$ cat src/rtl/id_ex_stage.sv
// Decode-to-execute pipeline register for the 16-bit datapath: EX/MEM/WB
// operand bypass, load-use bubble insertion, stall hold and branch flush.
module id_ex_stage #(
  parameter int WIDTH = 16,
  parameter int RA_W  = 3
) (
  input  logic             clk,
  input  logic             rst_n,
  input  logic             id_valid,
  output logic             id_ready,
  input  logic [RA_W-1:0]  id_rs_addr,
  input  logic [RA_W-1:0]  id_rt_addr,
  input  logic [RA_W-1:0]  id_rd_addr,
  input  logic             id_uses_rs,
  input  logic             id_uses_rt,
  input  logic [WIDTH-1:0] id_rs_val,
  input  logic [WIDTH-1:0] id_rt_val,
  input  logic [WIDTH-1:0] id_imm,
  input  logic             id_imm_sel,
  input  logic             id_rd_we,
  input  logic             id_mem_rd,
  input  logic             id_mem_wr,
  input  logic [2:0]       id_oper,
  input  logic             id_inva,
  input  logic             id_invb,
  input  logic             id_cin,
  input  logic             id_sign,
  input  logic [2:0]       id_cond,
  input  logic [WIDTH-1:0] ex_result,
  input  logic [RA_W-1:0]  mem_rd_addr,
  input  logic [RA_W-1:0]  wb_rd_addr,
  input  logic             mem_rd_we,
  input  logic             wb_rd_we,
  input  logic [WIDTH-1:0] mem_result,
  input  logic [WIDTH-1:0] wb_result,
  input  logic             ex_stall,
  input  logic             flush,
  output logic             ex_valid,
  output logic [WIDTH-1:0] ex_ina,
  output logic [WIDTH-1:0] ex_inb,
  output logic [WIDTH-1:0] ex_st_data,
  output logic [2:0]       ex_oper,
  output logic [2:0]       ex_cond,
  output logic             ex_inva,
  output logic             ex_invb,
  output logic             ex_cin,
  output logic             ex_sign,
  output logic             ex_rd_we,
  output logic             ex_mem_rd,
  output logic             ex_mem_wr,
  output logic [RA_W-1:0]  ex_rd_addr,
  output logic [15:0]      stall_cnt
);

  logic             ex_fwd_ok;
  logic             load_use;
  logic [WIDTH-1:0] fwd_rs;
  logic [WIDTH-1:0] fwd_rt;

  // A load in EX has no data yet, so it never bypasses from ex_result.
  assign ex_fwd_ok = ex_valid & ex_rd_we & ~ex_mem_rd;

  assign load_use = id_valid & ex_valid & ex_mem_rd & ex_rd_we &
                    ((id_uses_rs & (id_rs_addr == ex_rd_addr)) |
                     (id_uses_rt & (id_rt_addr == ex_rd_addr)));

  assign id_ready = ~ex_stall & ~load_use;

  // NOTE: every always_comb output gets a default first, so no path can
  // leave it unassigned and infer a latch.
  always_comb begin
    fwd_rs = id_rs_val;
    if (ex_fwd_ok && ex_rd_addr == id_rs_addr)        fwd_rs = ex_result;
    else if (mem_rd_we && mem_rd_addr == id_rs_addr)  fwd_rs = mem_result;
    else if (wb_rd_we && wb_rd_addr == id_rs_addr)    fwd_rs = wb_result;
  end

  always_comb begin
    fwd_rt = id_rt_val;
    if (ex_fwd_ok && ex_rd_addr == id_rt_addr)        fwd_rt = ex_result;
    else if (mem_rd_we && mem_rd_addr == id_rt_addr)  fwd_rt = mem_result;
    else if (wb_rd_we && wb_rd_addr == id_rt_addr)    fwd_rt = wb_result;
  end

  // NOTE: sequential state uses non-blocking assignments only, so every
  // register samples its inputs from before the clock edge.
  always_ff @(posedge clk or negedge rst_n) begin
    if (!rst_n) begin
      ex_valid   <= 1'b0;
      ex_ina     <= '0;
      ex_inb     <= '0;
      ex_st_data <= '0;
      ex_oper    <= '0;
      ex_cond    <= '0;
      ex_inva    <= 1'b0;
      ex_invb    <= 1'b0;
      ex_cin     <= 1'b0;
      ex_sign    <= 1'b0;
      ex_rd_we   <= 1'b0;
      ex_mem_rd  <= 1'b0;
      ex_mem_wr  <= 1'b0;
      ex_rd_addr <= '0;
      stall_cnt  <= '0;
    end else if (flush || (!ex_stall && load_use)) begin
      // Squash or bubble: only the side-effecting controls must be cleared.
      ex_valid  <= 1'b0;
      ex_rd_we  <= 1'b0;
      ex_mem_rd <= 1'b0;
      ex_mem_wr <= 1'b0;
      if (!flush && stall_cnt != 16'hFFFF) stall_cnt <= stall_cnt + 16'd1;
    end else if (!ex_stall) begin
      ex_valid   <= id_valid;
      ex_ina     <= fwd_rs;
      ex_inb     <= id_imm_sel ? id_imm : fwd_rt;
      ex_st_data <= fwd_rt;
      ex_oper    <= id_oper;
      ex_cond    <= id_cond;
      ex_inva    <= id_inva;
      ex_invb    <= id_invb;
      ex_cin     <= id_cin;
      ex_sign    <= id_sign;
      ex_rd_we   <= id_valid & id_rd_we;
      ex_mem_rd  <= id_valid & id_mem_rd;
      ex_mem_wr  <= id_valid & id_mem_wr;
      ex_rd_addr <= id_rd_addr;
    end
  end

endmodule

$ cat config.mk
export PLATFORM = sky130hd
export DESIGN_NAME = id_ex_stage
export DESIGN_NICKNAME = d
export VERILOG_FILES = /design/src/rtl/id_ex_stage.sv
export SDC_FILE = /design/constraint.sdc
export NUM_CORES = 1
export LEC_CHECK = 0
export ABC_CLOCK_PERIOD_IN_PS = 2300
export CORE_MARGIN = 5
export CORE_UTILIZATION = 44
export DETAILED_ROUTE_END_ITERATION = 6
export HOLD_SLACK_MARGIN = 0.1
export PLACE_DENSITY = 0.91
export SYNTH_ARGS = -nofsm -noshare
export SYNTH_HDL_FRONTEND = slang
export SYNTH_SLANG_ARGS = --single-unit
$ cat constraint.sdc
create_clock -name clk -period 2.3 [get_ports clk]
set_input_delay 0.575 -clock clk [delete_from_list [all_inputs] [get_ports clk]]
set_output_delay 0.575 -clock clk [all_outputs]
set_load 0.03 [all_outputs]
==> flow_summary.yaml <==
status:
  outcome: "finished clean"
routing:
  drc: 0
  vias: 4988
  dr.pass1.iters: 5
  drt-total-wl_mm: 18.89
  wl_met1_mm: 7.171
  wl_met2_mm: 9.498
  ant_nets: 0
  highest_layer: "met4"
  routed-wl-met3_mm: 1.654
  wl_per_cell_um: 22.27
  first_iter_violations: 391
  vias_per_cell: 5.882
finish:
  num_antenna_cells: 0
  nNetsFinal: 836
  drive_gt1_share_pct: 21.42
  final_cell_area_sq_um: 8155
  area_delta_synth_final_pct: 58.43
  final.fill_count: 802
  instances_no_fill: 848
placement:
  dp.cells: 825
  gp_congestion: 0.9169
  port_buffers: 215
  place_area_sq_um: 7737
  dpl.hpwl_mm: 13.76
  pre_cts_ws_ps: -681.9
clock_network:
  cts_hold_buf: 0
  clk_pin_slew_ps: 60
  clock_path_buffers: 2
  numCtsBuffers: 9
  clockRootBuffer: "clkbuf_16"
  cts.sink_count: 81
  worstSkewPairLatency_ps: 330
  htreeDepth: 3
  cts_tree: "built"
sta:
  drv_slew: 0
  fmax_mhz: 441.4
  layout_setup_ws_ps: 34.24
  tightest_slew_ps: 619.7
  hold_violations: 0
  fin_worst_skew_ps: 5.887
  min_period_ps: 2266
  min_period_over_period_pct: 98.51
  slew_headroom_pct: 58.68
  grt_setup_unrepaired: "true"
  setup_viol: 0
yosys:
  netlist_area_sq_um: 5147
  synth_most_common_cell: "dfrtp_1"
  ys_seq_area_share_pct: 39.38
  synthTopCellsByArea: "dfrtp_1 (39%), mux2i_1 (6.2%), xnor2_1 (5.6%)"
  synthCells: 459
  yosysWarningCount: 0
  synth_seq_cells: 81
  syn_area_per_cell_sq_um: 11.21
  synth-edff-count: 0
  yosysTopAreaCell: "dfrtp_1"
  ys.flop_type: "dfrtp_1"
  ys_types: 43
  synth_common_cells: "dfrtp_1 (81), xnor2_1 (33), a211o_1 (32), mux2i_1 (32), a21oi_1 (20)"
  synthArstFlopShare_pct: 100.0
  synth.top_cell.area_share_pct: 39.38
  syn_nets: 594
setup_path:
  worstSetupPathType: "in -> out"
  critPathMaxFanout: 2
  slowest_delay_ps: 510
  crit_arrival_ps: 1690
  r2r_slack_ps: 110
  crit_path_cell_trace: "clkdlybuf4s50_1 -> nand4_1 -> a21oi_4 -> nor2_2 -> buf_6"
  critical_path.top_delay_family: "buffers and inverters"
  start_kind: "input pin"
  required_ps: 1730
  cp-end-kind: "primary output"
  cp_slowest_cell: "clkdlybuf4s50_1"
  cp_num_buf_inv: 2
worst_hold_path:
  holdCritPathClass: "in -> async"
grt:
  antenna_found_initial: 0
  grt_max_degree: 45
  grt_pass1_wl_mm: 29.71
  grt-ovfl-total: 0
  grt_pass1_vias: 5425
  grt.total_usage_pct: 26.31
floorplan:
  die-area_sq_um: 13960
  coreArea_sq_um: 11470
  row_count: 39
  die_w_um: 118.2
  io_pins: 216
  dieHeight_um: 118.2
  initial_core_util_pct: 44.89
power:
  vdd_drop_max_v: 0.0004327
  cellPowerDensity_nw_per_um2: 611.1
  p_leak_nw: 3.434
  p_total_mw: 4.983
run:
  maxCapViolations: 0
placed cells by master (no fill, tap or decap), types with 3 or more instances in the layout:
| cell type | instances |
|---|---|
| a211o_1 | 32 |
| a211oi_1 | 17 |
| a21o_1 | 14 |
| a21oi_1 | 20 |
| a221oi_2 | 14 |
| a2bb2oi_2 | 15 |
| and3_1 | 6 |
| buf_12 | 11 |
| buf_4 | 43 |
| clkbuf_16 | 9 |
| clkbuf_2 | 3 |
| clkdlybuf4s15_1 | 3 |
| clkdlybuf4s50_1 | 205 |
| dfrtp_1 | 78 |
| dfrtp_2 | 3 |
| inv_1 | 16 |
| mux2_1 | 15 |
| mux2_2 | 15 |
| mux2i_1 | 32 |
| nand2_1 | 10 |
| nand3_1 | 12 |
| nand4_1 | 10 |
| nor2_1 | 4 |
| nor3_1 | 5 |
| nor3_2 | 14 |
| o21ai_0 | 16 |
| o22a_1 | 16 |
| or3_1 | 3 |
| xnor2_1 | 27 |
| xnor2_2 | 6 |
cell families after synthesis:
family | count (synthesis) | share of synthesized area, %
compound gates | 149 | 25.79
buf+inv | 54 | 5.785
xor+xnor | 33 | 5.615
flops | 81 | 39.38
mux | 62 | 12.79
fa+ha+maj | 1 | 0.2430
simple gates | 79 | 10.40
per-stage QoR:
stage	util (%)	TNS [ps]	hold WS, ps
after CTS	70.58	0	272.2
after global placement	67.47	-31180	467.9
after global routing	71.12	-37.79	291.3
final	71.12	0	246.4
after detailed placement	67.47	-40930	479.0
after floorplan	-	0	279.4
sequential cells by signal, summed over array words and instances, names as in the netlist:
| signal | count |
|---|---|
| ex_mem_wr | 1 |
| ex_ina | 16 |
| ex_cin | 1 |
| ex_inva | 1 |
| ex_invb | 1 |
| ex_mem_rd | 1 |
| ex_oper | 3 |
| ex_sign | 1 |
| ex_rd_we | 1 |
| ex_cond | 3 |
| ex_valid | 1 |
| ex_rd_addr | 3 |
| stall_cnt | 16 |
| ex_inb | 16 |
| ex_st_data | 16 |
routing by layer:
layer / track usage (%) / up-vias
met2: 45.46 / 240
met4: 9.534 / 0
met1: 30.04 / 2461
met3: 9.217 / 44
li1: - / 2243
met5: 0 / -
worst paths after layout:
kind	from	endpoint	cells after the start
worst max-delay path	id_valid	id_ready	5
max in group asynchronous	rst_n	stall_cnt[0]	2
min in group clk	ex_oper[1]	ex_oper[1]	1
worst max register to register	ex_rd_addr[0]	ex_invb	7
worst min register to register	ex_oper[1]	ex_oper[1]	1
worst min-delay path	rst_n	ex_st_data[11]	1
layout make-up:
type	count	area [sq um]	area share, %
Clock buffer	10	229.0	2.808
Tap cell	143	178.9	2.194
Clock inverter	5	81.33	0.9972
Inverter	16	60.06	0.7364
Multi-Input combinational cell	324	2884	35.36
Sequential cell	81	2031	24.90
Timing Repair Buffer	269	2691	33.00
what timing repair did:
item	4_1_cts	5_1_grt
setup endpoints to repair	67	36
gates cloned	0	0
resized for setup	18	18
setup buffers	2	6
pin swaps	8	9
power breakdown:
part           switching (mW)  internal (mW)  total (mW)  leakage (nW)
logic                   0.857          0.885        1.74          2.32
clock network           0.564          0.945        1.51         0.149
registers               0.127           1.61        1.73         0.969
total                    1.55           3.44        4.98          3.43
Note: power is estimated with default switching activity, not from simulation.
==> patch (same settings) <==
Set the parameter `RA_W` to 2 (it was 3).
--- a/src/rtl/id_ex_stage.sv
+++ b/src/rtl/id_ex_stage.sv
@@ -3,5 +3,5 @@
 module id_ex_stage #(
   parameter int WIDTH = 16,
-  parameter int RA_W  = 3
+  parameter int RA_W  = 2
 ) (
   input  logic             clk,
Interface: changed (6 resized); port bits go from 216 to 210. The function was not compared with the original's and may differ.
==> patch against the unedited design <==
The run now ends with negative setup slack left; setup slack got worse by 0.070 ns; register-to-register slack worse by 0.03 ns; routed wire length fell by 1.6%; design area shrank 3.2%; synthesized cell count up 17%; largest power group unchanged; global-route usage rose by 0.96 points; power shrank 10%; sequential power decreased by 2%; critical path type is now flip-flop to output port; combinational power increased by 2%; synthesized area down 5.2%; via count increased by 8.3%; core utilization increased by 1.7 points; sequential cell count shrank 1.
==> patch: results (changes against the unedited design) <==
Status
  • Outcome: finished with violations
  • Violated checks: negative setup slack

Global route
  • Total GRT Usage: 27.27% (+0.96 points)
  • Via count of the first global-routing pass: 5506 (+1.5%)
  • Wire length of the first global-routing pass: 28320 um (-4.7%)

Power
  • VDD IR max: 0.0003469 V (-20%)
  • Reported leakage power: 3.502 nW (+2.0%)
  • Internal power: 2.884 mW (-16%)

STA
  • Slew of the pin with the lowest slew margin: 0.6013 ns (-0.01840 ns)
  • Final setup violation count: 1 (+1)
  • Clock skew: 0.01369 ns (+0.007806 ns)
  • Post-route setup slack: -0.03562 ns (-0.06986 ns)
  • Fin Setup TNS: -0.03562 ns (-0.03562 ns)

Cells and area
  • Final non-filler cell total: 918 (+8.3%)
  • Total Nets Final: 903 (+8.0%)
  • Fraction of final layout cells with drive strength greater than 1: 14.91% (-6.5 points)

Worst setup path
  • Largest fanout of any net on the critical path: 4 (+2)
  • Critical register-to-register path startpoint: ex_rd_addr[1]
  • Max stage delay on crit path: 0.46 ns (-0.05 ns)
  • Number of cells on the worst reg-to-reg path: 6 (-1)
  • Crit path max-delay cell type: dfrtp_1
  • R2R Path End: ex_inva
  • Critical Path AT: 1.76 ns (+0.07 ns)
  • Category of cells accounting for the largest share of critical-path delay: simple AND/OR/NAND/NOR gates

Synth
  • Avg Cell Area, Syn: 9.119 sq um (-19%)
  • Synth area leaders: dfrtp_1, nand2_1, xor2_1, mux2_4, a21oi_1
  • Cell types with the highest counts after synthesis: dfrtp_1, nand2_1, inv_1
  • Net count after synthesis: 665 (+12%)

Routing
  • Routed WL: 18590 um (-1.6%)
  • Post-detailed-route via-to-cell ratio: 5.883 (about the same)

Clock network
  • Clock slew at the register clock pins of the worst setup and hold paths: 0.09 ns (+0.03 ns)
  • Clock Tree Root: clkbuf_8
  • Later-pin clock latency in the skew report: 0.36 ns (+0.03 ns)

Placed design
  • Instance area at placement: 7547 sq um (-2.5%)
  • Detailed Place HPWL: 13810 um (+0.38%)
  • Number of port buffers: 209 (-2.8%)
  • Minimum setup slack after placement: -0.7176 ns (-0.03566 ns)
patch: worst min path at each step:
stage                   from       endpoint  slack [ns]  cells past startpoint
5_1_grt                rst_n  stall_cnt[10]        0.25                      1
4_1_cts                rst_n  stall_cnt[13]        0.21                      1
3_3_place_gp   ex_st_data[9]  ex_st_data[9]        0.46                      1
3_5_place_dp   ex_st_data[4]  ex_st_data[4]        0.47                      1
6_report               rst_n  stall_cnt[10]        0.20                      1
2_1_floorplan          rst_n         ex_cin        0.28                      0
patch: what timing repair did:
action                                  in CTS  in global routing
gates resized for setup                     22                 15
hold buffers                                 0                  0
setup buffers                                2                  1
endpoints found under the setup margin      63                 61
pin swaps                                    4                  4
patch: final cells by class:
cell class	count	area, sq um
Inverter	34	127.6
Sequential cell	80	2002
Timing Repair Buffer	270	2698
Fill cell	784	2949
Multi-Input combinational cell	378	2715
Clock buffer	12	145.1
Tap cell	140	175.2
Clock inverter	4	28.78
patch: routing by layer:
metal  wire (um)  GRT usage (%)  vias to the layer above
met2        9301          47.65                      339
met1        6583          30.54                     2569
li1            -              -                     2430
met4         827          13.22                        0
met3        1874          7.632                       63
met5           0              0                        -
patch: power groups by stage:
stage	clock, mW	combinational (mW)	sequential [mW]
detailed placement	0	1.72	1.71
global placement	0	1.68	1.70
global route	1.06	1.88	1.71
floorplan	0	0.481	2.04
CTS	1.01	1.75	1.69
finish	0.996	1.78	1.69
patch: kinds of logic after synthesis:
kind of cell	after synthesis	share of synthesized area [%]
AOI/OAI and AO/OA	149	21.83
xor gates and xnor gates	27	4.847
adders and majority gates	1	0.2564
buffers and inverters	77	7.027
DFF	80	41.04
muxes	13	3.924
and+or+nand+nor	188	21.08
